**config.mk**
```make
export PLATFORM = sky130hd
export DESIGN_NAME = ex_alu_unit
export DESIGN_NICKNAME = d
export VERILOG_FILES = /design/src/rtl/ex_pkg.sv /design/src/rtl/ex_mul_iter.sv /design/src/rtl/ex_alu_unit.sv
export SDC_FILE = /design/constraint.sdc
export NUM_CORES = 1
export LEC_CHECK = 0
export ABC_AREA = 1
export BUFFER_PORTS_ARGS = -buffer_cell sky130_fd_sc_hd__buf_2
export CAP_MARGIN = 40
export CORE_MARGIN = 4
export CORE_UTILIZATION = 50
export DETAILED_ROUTE_END_ITERATION = 6
export GPL_ROUTABILITY_DRIVEN = 0
export HOLD_SLACK_MARGIN = 0.08
export MAX_ROUTING_LAYER = met4
export PLACE_DENSITY = 0.79
export SETUP_SLACK_MARGIN = 0.2
export SLEW_MARGIN = 30
export SYNTH_ARGS = -nofsm -noshare
export SYNTH_HDL_FRONTEND = slang
export SYNTH_SLANG_ARGS = --single-unit
```
**constraint.sdc**
```tcl
create_clock -name clk -period 1.4 [get_ports clk]
set_input_delay 0.07 -clock clk [delete_from_list [all_inputs] [get_ports clk]]
set_output_delay 0.07 -clock clk [all_outputs]
set_load 0.1 [all_outputs]
```
**src/rtl/ex_pkg.sv**
```systemverilog
// Shared types for the execute-stage unit: op codes, FSM states and the
// result record. Multiplier ops are only honoured when EX_ALU_MUL_EN is defined.
package ex_pkg;

   localparam int ALU_OP_W     = 4;
   localparam int EX_XLEN_DEF  = 32;
   localparam int EX_TAG_W_DEF = 5;

   typedef enum logic [ALU_OP_W-1:0] {
      OP_ADD   = 4'd0,
      OP_SUB   = 4'd1,
      OP_AND   = 4'd2,
      OP_OR    = 4'd3,
      OP_XOR   = 4'd4,
      OP_SLL   = 4'd5,
      OP_SRL   = 4'd6,
      OP_SRA   = 4'd7,
      OP_SLT   = 4'd8,
      OP_SLTU  = 4'd9,
      OP_MUL   = 4'd10,
      OP_MULHU = 4'd11
   } alu_op_e;

   typedef enum logic [0:0] {
      ST_IDLE = 1'b0,
      ST_MUL  = 1'b1
   } ex_state_e;

   // Result record at the default widths; the top keeps the same three
   // fields at its own parameterised widths.
   typedef struct packed {
      logic [EX_XLEN_DEF-1:0]  result;
      logic [EX_TAG_W_DEF-1:0] tag;
      logic                    illegal;
   } ex_res_t;

endpackage

```
**src/rtl/ex_mul_iter.sv**
```systemverilog
// Iterative unsigned shift-add multiplier: one multiplier bit per cycle over a
// 2*XLEN accumulator. Built only when EX_ALU_MUL_EN is defined.
`ifdef EX_ALU_MUL_EN
module ex_mul_iter #(
   parameter int XLEN = 32
) (
   input  logic            clk,
   input  logic            rst,
   input  logic            start_i,
   input  logic            flush_i,
   input  logic            hi_i,
   input  logic [XLEN-1:0] a_i,
   input  logic [XLEN-1:0] b_i,
   output logic            done_o,
   output logic [XLEN-1:0] result_o
);

   localparam int CNT_W = $clog2(XLEN) + 1;
   localparam logic [CNT_W-1:0] CNT_LAST = CNT_W'(XLEN - 1);

   logic              active_q, active_d;
   logic [CNT_W-1:0]  cnt_q, cnt_d;
   logic [2*XLEN-1:0] acc_q, acc_d;
   logic [XLEN-1:0]   mcand_q, mcand_d;
   logic              hi_q, hi_d;
   logic [XLEN:0]     sum_s;
   logic [2*XLEN-1:0] acc_step_s;

   // One shift-add step: add multiplicand into the upper half when the current
   // multiplier bit (acc LSB) is set, then shift the whole accumulator right.
   always_comb begin
      sum_s      = {1'b0, acc_q[2*XLEN-1:XLEN]}
                 + (acc_q[0] ? {1'b0, mcand_q} : {(XLEN+1){1'b0}});
      acc_step_s = {sum_s, acc_q[XLEN-1:1]};
   end

   // Next-state for the iteration: flush wins, then start, then stepping.
   always_comb begin
      active_d = active_q;
      cnt_d    = cnt_q;
      acc_d    = acc_q;
      mcand_d  = mcand_q;
      hi_d     = hi_q;
      if (flush_i) begin
         active_d = 1'b0;
         cnt_d    = {CNT_W{1'b0}};
      end else if (start_i) begin
         active_d = 1'b1;
         cnt_d    = {CNT_W{1'b0}};
         acc_d    = {{XLEN{1'b0}}, b_i};
         mcand_d  = a_i;
         hi_d     = hi_i;
      end else if (active_q) begin
         acc_d = acc_step_s;
         if (cnt_q == CNT_LAST) begin
            active_d = 1'b0;
            cnt_d    = {CNT_W{1'b0}};
         end else begin
            cnt_d = cnt_q + CNT_W'(1);
         end
      end else begin
         active_d = active_q;
      end
   end

   // Multiplier state registers.
   always_ff @(posedge clk or negedge rst) begin
      if (!rst) begin
         active_q <= 1'b0;
         cnt_q    <= {CNT_W{1'b0}};
         acc_q    <= {(2*XLEN){1'b0}};
         mcand_q  <= {XLEN{1'b0}};
         hi_q     <= 1'b0;
      end else begin
         active_q <= active_d;
         cnt_q    <= cnt_d;
         acc_q    <= acc_d;
         mcand_q  <= mcand_d;
         hi_q     <= hi_d;
      end
   end

   // done marks the final step; the result is the post-step accumulator half.
   assign done_o   = active_q && (cnt_q == CNT_LAST);
   assign result_o = hi_q ? acc_step_s[2*XLEN-1:XLEN] : acc_step_s[XLEN-1:0];

endmodule
`endif

```
**src/rtl/ex_alu_unit.sv**
```systemverilog
// Execute-stage unit: single-cycle ALU plus optional iterative multiplier
// (EX_ALU_MUL_EN). Valid/ready in and out, registered result with tag.
module ex_alu_unit
   import ex_pkg::*;
#(
   parameter int XLEN  = 32,
   parameter int TAG_W = 5
) (
   input  logic                clk,
   input  logic                rst,
   input  logic                in_valid_i,
   output logic                in_ready_o,
   input  logic [ALU_OP_W-1:0] op_i,
   input  logic [XLEN-1:0]     a_i,
   input  logic [XLEN-1:0]     b_i,
   input  logic [TAG_W-1:0]    tag_i,
   input  logic                flush_i,
   output logic                out_valid_o,
   input  logic                out_ready_i,
   output logic [XLEN-1:0]     result_o,
   output logic [TAG_W-1:0]    tag_o,
   output logic                illegal_o,
   output logic                busy_o
);

   localparam int SH_W = $clog2(XLEN);

   ex_state_e        state_q, state_d;
   logic             out_valid_q, out_valid_d;
   logic [XLEN-1:0]  result_q, result_d;
   logic [TAG_W-1:0] tag_q, tag_d;
   logic             illegal_q, illegal_d;
   logic [TAG_W-1:0] mul_tag_q, mul_tag_d;

   logic [SH_W-1:0]  shamt_s;
   logic [XLEN-1:0]  alu_res_s;
   logic             alu_ill_s;
   logic             is_mul_s;
   logic             accept_s;
   logic             mul_done_s;
   logic [XLEN-1:0]  mul_res_s;

   assign shamt_s    = b_i[SH_W-1:0];
   assign in_ready_o = (state_q == ST_IDLE) && (!out_valid_q || out_ready_i) && !flush_i;
   assign accept_s   = in_valid_i && in_ready_o;

   // Single-cycle ALU; anything not decoded here (incl. mul ops) reads as illegal.
   always_comb begin
      alu_res_s = {XLEN{1'b0}};
      alu_ill_s = 1'b0;
      case (op_i)
         OP_ADD:  alu_res_s = a_i + b_i;
         OP_SUB:  alu_res_s = a_i - b_i;
         OP_AND:  alu_res_s = a_i & b_i;
         OP_OR:   alu_res_s = a_i | b_i;
         OP_XOR:  alu_res_s = a_i ^ b_i;
         OP_SLL:  alu_res_s = a_i << shamt_s;
         OP_SRL:  alu_res_s = a_i >> shamt_s;
         OP_SRA:  alu_res_s = $unsigned($signed(a_i) >>> shamt_s);
         OP_SLT:  alu_res_s = {{(XLEN-1){1'b0}}, ($signed(a_i) < $signed(b_i))};
         OP_SLTU: alu_res_s = {{(XLEN-1){1'b0}}, (a_i < b_i)};
         default: alu_ill_s = 1'b1;
      endcase
   end

`ifdef EX_ALU_MUL_EN
   logic mul_start_s;

   assign is_mul_s    = (op_i == OP_MUL) || (op_i == OP_MULHU);
   assign mul_start_s = accept_s && is_mul_s;
   assign busy_o      = (state_q == ST_MUL);

   ex_mul_iter #(.XLEN(XLEN)) u_mul (
      .clk      (clk),
      .rst      (rst),
      .start_i  (mul_start_s),
      .flush_i  (flush_i),
      .hi_i     (op_i == OP_MULHU),
      .a_i      (a_i),
      .b_i      (b_i),
      .done_o   (mul_done_s),
      .result_o (mul_res_s)
   );
`else
   assign is_mul_s   = 1'b0;
   assign mul_done_s = 1'b0;
   assign mul_res_s  = {XLEN{1'b0}};
   assign busy_o     = 1'b0;
`endif

   // Control: flush first, then new accept, then multiplier completion,
   // then consumption; otherwise the output register holds.
   always_comb begin
      state_d     = state_q;
      out_valid_d = out_valid_q;
      result_d    = result_q;
      tag_d       = tag_q;
      illegal_d   = illegal_q;
      mul_tag_d   = mul_tag_q;
      if (flush_i) begin
         out_valid_d = 1'b0;
         state_d     = ST_IDLE;
      end else if (accept_s) begin
         if (is_mul_s) begin
            state_d     = ST_MUL;
            mul_tag_d   = tag_i;
            out_valid_d = 1'b0;
         end else begin
            out_valid_d = 1'b1;
            result_d    = alu_res_s;
            tag_d       = tag_i;
            illegal_d   = alu_ill_s;
         end
      end else if ((state_q == ST_MUL) && mul_done_s) begin
         state_d     = ST_IDLE;
         out_valid_d = 1'b1;
         result_d    = mul_res_s;
         tag_d       = mul_tag_q;
         illegal_d   = 1'b0;
      end else if (out_ready_i) begin
         out_valid_d = 1'b0;
      end else begin
         out_valid_d = out_valid_q;
      end
   end

   // FSM state and output register.
   always_ff @(posedge clk or negedge rst) begin
      if (!rst) begin
         state_q     <= ST_IDLE;
         out_valid_q <= 1'b0;
         result_q    <= {XLEN{1'b0}};
         tag_q       <= {TAG_W{1'b0}};
         illegal_q   <= 1'b0;
         mul_tag_q   <= {TAG_W{1'b0}};
      end else begin
         state_q     <= state_d;
         out_valid_q <= out_valid_d;
         result_q    <= result_d;
         tag_q       <= tag_d;
         illegal_q   <= illegal_d;
         mul_tag_q   <= mul_tag_d;
      end
   end

   assign out_valid_o = out_valid_q;
   assign result_o    = result_q;
   assign tag_o       = tag_q;
   assign illegal_o   = illegal_q;

endmodule

```
==> results of run 1 <==
-- cells in the mapped netlist, types with 17 or more instances --
master | count | area, µm²
sky130_fd_sc_hd__nand2_1 | 870 | 3270
sky130_fd_sc_hd__nand3_1 | 435 | 2180
sky130_fd_sc_hd__inv_1 | 320 | 1200
sky130_fd_sc_hd__nor2_1 | 160 | 601
sky130_fd_sc_hd__ha_1 | 98 | 1230
sky130_fd_sc_hd__a21oi_1 | 70 | 350
sky130_fd_sc_hd__buf_2 | 52 | 260
sky130_fd_sc_hd__o21ai_0 | 49 | 245
sky130_fd_sc_hd__dfrtp_1 | 39 | 976
sky130_fd_sc_hd__nand4_1 | 33 | 206
sky130_fd_sc_hd__nor3_1 | 25 | 125
sky130_fd_sc_hd__o211ai_1 | 17 | 128
-- per-layer routing --
layer / track usage / overflow
met5: - / -
met4: 0.999 / 271
met3: 0.839 / 34
met2: 1.08 / 663
met1: 0.893 / 43
-- through the flow --
step / setup TNS, ns / setup slack, ns
detailed placement: -21.96 / -0.830
global placement: -19.92 / -0.770
CTS: -2.97 / -0.213
floorplan: -18.90 / -0.567
-- logic make-up after synthesis --
logic type      after synthesis  share of synthesized area
simple gates               1557                      0.566
compound gates              182                     0.0887
flops                        39                     0.0836
mux                           1                   0.000857
buf+inv                     429                      0.151
fa+ha+maj                   100                      0.108
other cells                   1                   0.000321
xor+xnor                      2                    0.00150
-- timing repair --
item                                    in CTS
gates cloned                                10
buffers inserted                            47
endpoints found under the setup margin      40
pin swaps                                  198
hold endpoints to repair                    26
resized for setup                          704
hold buffers                                 8
==> results list, run 1 <==
- Clock buffer count from CTS: 5
- Seq cells post-synth: 39
- Width of the chip: 161 µm
- Post-Place Cells: 3043
- The cell count after synthesis came out at 2311.
- In this run the cell area of the synthesized design comes to 11700 µm².
* Max Buffers Root-to-Sink: 2
- Cell Area, Placed: 15400 µm²
- Proportion of register bits with asynchronous set or reset after synthesis: 1.00
* Number of H-tree branching levels: 2
* Mean post-synth cell area: 5.05 µm²
- Outcome: stopped before the end
* Total global routing overflow: 1011
* Initial Util: 0.513
- Clock tree synthesis selected as its root buffer the cell sky130_fd_sc_hd__clkbuf_16.
- Yosys printed 0 warnings.
- Die height: 161 µm
* Stage at which the flow ended: global routing (5_1_grt)
* First Error: [ERROR GRT-0232] Routing congestion too high. Check the congestion heatmap in the GUI.
- For this run, the total global-route usage over all layers was measured as 0.952.
* Worst EP kind: register data pin
- For this run, the register share of the synthesized area comes to 0.0836.
* Post-synth net total: 2489
- I/O pins: 119
* Largest net degree at the start of global routing: 44
* Top_reg_cell synth: sky130_fd_sc_hd__dfrtp_1
- The synthesized netlist contains 44 unique library cells.
- Number of enable flip-flop cells after synthesis: 0
- Row generation in the floorplan step produced 55 rows.
* Critical endpoint after global-route timing repair: result_o[27]$_DFFE_PN0P_/D
- Placed wire-length estimate after detailed placement: 46.9 mm
* Port Buf Inserts: 117
* Sinks on the clock net: 39
==> inputs of run 2 (changes only) <==
Settings changed: CORE_UTILIZATION 50 to 35, HOLD_SLACK_MARGIN 0.08 to default, MAX_ROUTING_LAYER met4 to default, PLACE_DENSITY 0.79 to default, PLACE_DENSITY_LB_ADDON from default to 0.15, SETUP_SLACK_MARGIN 0.2 to default.
==> run 2 against run 1 <==
  * The flow now finishes, with violations (DRC, setup timing)
  * Area after synthesis did not move
  * Synthesized cell count unchanged
==> results list, run 2 <==
- Outcome: complete, but fails checks
* Violated checks: DRC, setup timing
* Cell with the largest stage delay on the worst path: sky130_fd_sc_hd__ha_4
* Number of enable flip-flop cells after synthesis: 0 (unchanged)
- The number of buffers on the longest clock path came to 2 (unchanged).
* Share of the synthesized area in the top cell type: 0.280 (unchanged)
- Synthesized instance count: 2311 (unchanged)
- The first global-routing pass estimated 98.2 mm of wire.
- Once routing completed, OpenROAD measured the worst setup slack at -0.240 ns.
* Nets: 3026
- Count of placed standard cells in the final layout, fillers left out: 3291
- Yosys warning count: 0 (unchanged)
* Most numerous cell in the Yosys netlist: sky130_fd_sc_hd__nand2_1
- Critical path, cell by cell: buf_6, inv_4, ha_4, buf_6, nand2_4, nor2_4, and2_4, nand2_4, nand2_4, nand2_4, nand2_2, nand2_2, nand3_2, nand3_4, nand2_2, nand2_1
- Among all flip-flop cells after synthesis, the most frequent one is sky130_fd_sc_hd__dfrtp_1.
* Final worst path period need: 1.64 ns
* Stage delay of the slowest cell on the critical path: 0.35 ns
* Pwr dens: 600 nW/µm²
* Top cells by area in the synthesized netlist: sky130_fd_sc_hd__nand2_1, sky130_fd_sc_hd__nand3_1, sky130_fd_sc_hd__ha_1
- Placed wire-length estimate after detailed placement: 52.4 mm (+12%)
* Vias per cell: 5.71
- Number of iterations in the first detailed-routing pass: 7
- After clock tree synthesis, the clock-pin slew on the worst setup and hold paths is 0.06 ns.
* CTS tree: yes
- Leaving out fill and tap cells, the most frequent cell in the layout is sky130_fd_sc_hd__nand2_1.
- Commonest cells after routing, fill and taps aside: sky130_fd_sc_hd__nand2_1, sky130_fd_sc_hd__buf_4, sky130_fd_sc_hd__nand3_1, sky130_fd_sc_hd__inv_1, sky130_fd_sc_hd__nand2_2
- For the final database, setup skew stands at 0.0132 ns.
* IR drop worst, VDD: 617 µV
* Critical Path RT: 1.58 ns
- The max-slew violation count came to 0.
* Routed vias: 18800
- The sequential cells in the finished layout cover a total of 980 µm².
- Average wire length per cell after detail routing: 20.8 µm
- The tree is rooted in a sky130_fd_sc_hd__clkbuf_16.
- In the final layout, the share of cells above drive strength 1 is 0.465.
- Largest net degree at the start of global routing: 67
* Number of inserted diodes: 0
- Summing all multi-input logic gate instances after layout gives 11900 µm².
- Die height: 191 µm (+19%)
- Number of nets with antenna violations after routing: 0
- Total global routing overflow: 0
* Vias in the first global route: 17000
- The path class of the tightest hold or removal check is in2reg.
- Setup-failing EPs final: 32
- Top cells by count, synth: sky130_fd_sc_hd__nand2_1, sky130_fd_sc_hd__nand3_1, sky130_fd_sc_hd__inv_1
* Fraction of the yosys area taken by sequential cells: 0.0836 (unchanged)
* Total number of placement rows: 66 (+20%)
* Width of the chip: 191 µm (+19%)
- Sinks on the clock net: 39 (unchanged)
- Seq cells post-synth: 39 (unchanged)
- STA classifies the critical path startpoint as an input pin.
* DRC viols: 1
- Number of endpoints with negative hold slack in the final report: 0
- Final Routed Wirelength: 68.5 mm
* Mean post-synth cell area: 5.05 µm² (unchanged)
* Flop2flop setup slack: -0.04 ns
- Largest register FFs: 32
* Iteration-0 DRC count of the detailed router: 2462
* Worst-margin pin slew: 0.595 ns
- Cell type contributing the most total cell area after synthesis: sky130_fd_sc_hd__nand2_1
* Largest driver fanout on the critical path: 6
- F_max: 0.610 GHz
- Area of the mapped netlist: 11700 µm² (unchanged)
- In this design, the critical path's most frequently occurring cell is sky130_fd_sc_hd__nand2_4.
- The number of different library cells in the post-synthesis netlist is 44 (unchanged).
- The net count after synthesis was 2489 (unchanged).
* Worst slew margin: 0.599
- The number of placed instances with taps included came to 3237 (+6.4%).
- The top-level port count was 119 (unchanged).
* Crit path arrival time: 1.82 ns
* Setup repair after global routing missed its margin: true
- Critical setup path kind: in2reg
* Initial Util: 0.357 (-0.156)
* Area growth from synthesis to layout: 73.5%
- Static power due to leakage: 10.8 nW
- Hold is met by 0.0490 ns.
- Final-layout fill cell count: 3009
- The number of H-tree levels was 2 (unchanged).
- Total Routing Usage GR: 0.344
* Overall die area: 36400 µm²
- The proportion of synthesized flip-flops having asynchronous set or reset was 1.00 (unchanged).
* Later-pin clock latency in the skew report: 0.30 ns
- Endpoint class of the critical path: flip-flop
- Clock buffer count from CTS: 5 (unchanged)
- Of the available clock period, the critical path in the final layout requires 1.17.
- Port Buf Inserts: 117 (unchanged)
* Setup TNS Final: -5.17 ns
- The tool flagged a number of max-cap violations equal to 0.
- Antenna violations before repair: 0
- In this run the standard cell core region covers 32700 µm².
run 2: cell counts after synthesis:
Identical to the previous run, type by type.
run 2: worst paths after layout:
check	endpoint	cells after the start	start
worst max-delay path	result_o[30]	16	b_i[6]
worst max register to register	result_o[18]	8	out_valid_o
worst min register to register	result_o[13]	2	result_o[13]
worst min-delay path	out_valid_o	3	in_valid_i
min in group asynchronous	result_o[2]	3	rst
max in group asynchronous	out_valid_o	3	rst
run 2: report_power, final:
part / leakage, nW / switching (W) / internal (W)
combinational: 10.2 / 0.00604 / 0.00333
sequential: 0.506 / 0.000116 / 0.00131
clock: 0.0838 / 0.000524 / 0.000842
run 2: metrics by stage:
stage / instance area [µm²] / worst slack, ns / utilization / total power, W
6_report: 20300 / -0.240 / 0.620 / 0.0122
5_1_grt: 20300 / -0.314 / 0.620 / 0.0127
4_1_cts: 18100 / -0.182 / 0.555 / 0.0109
3_5_place_dp: 16100 / -0.882 / 0.491 / 0.00862
3_3_place_gp: 16100 / -0.819 / 0.491 / 0.00856
2_1_floorplan: 11800 / -0.567 / - / 0.00563
run 2: cells by family after synthesis:
kind of cell | share of synthesized area
multiplexers | 0.000857
other | 0.000321
AND/OR/NAND/NOR | 0.566
buffers and inverters | 0.151
XOR/XNOR | 0.00150
AO/OA/AOI/OAI | 0.0887
adder cells (fa/ha/maj) | 0.108
flip-flops | 0.0836
run 2: final cells by class:
type                       count  share of cell area
clock buffer                   5             0.00618
clock inverter                 3             0.00216
inverter                     331              0.0670
multi-input combinational   1843               0.590
sequential                    39              0.0484
tap                          442              0.0273
timing repair buffer         628               0.259
run 2: per-layer routing:
layer	vias to the layer above	wire length, µm	global-route usage
met3	327	8850	0.0688
met2	1448	28500	0.524
met1	8560	26500	0.468
li1	8466	-	-
met4	0	4660	0.160
met5	-	0	0
run 2: what timing repair did:
action / 4_1_cts / 5_1_grt
cloned: 4 / 3
endpoints found under the hold margin: 45 / 0
buffers inserted: 18 / 16
pin swaps: 120 / 234
gates resized for setup: 482 / 569
setup endpoints to repair: 32 / 33
hold buffers: 7 / 0
run 2: worst max-delay path, delay by kind of cell:
family	cells	cell delay (ns)
AND/OR/NAND/NOR	12	1.11
buffers and inverters	3	0.26
adder cells (fa/ha/maj)	1	0.35
Note: power is estimated with default switching activity, not from simulation.
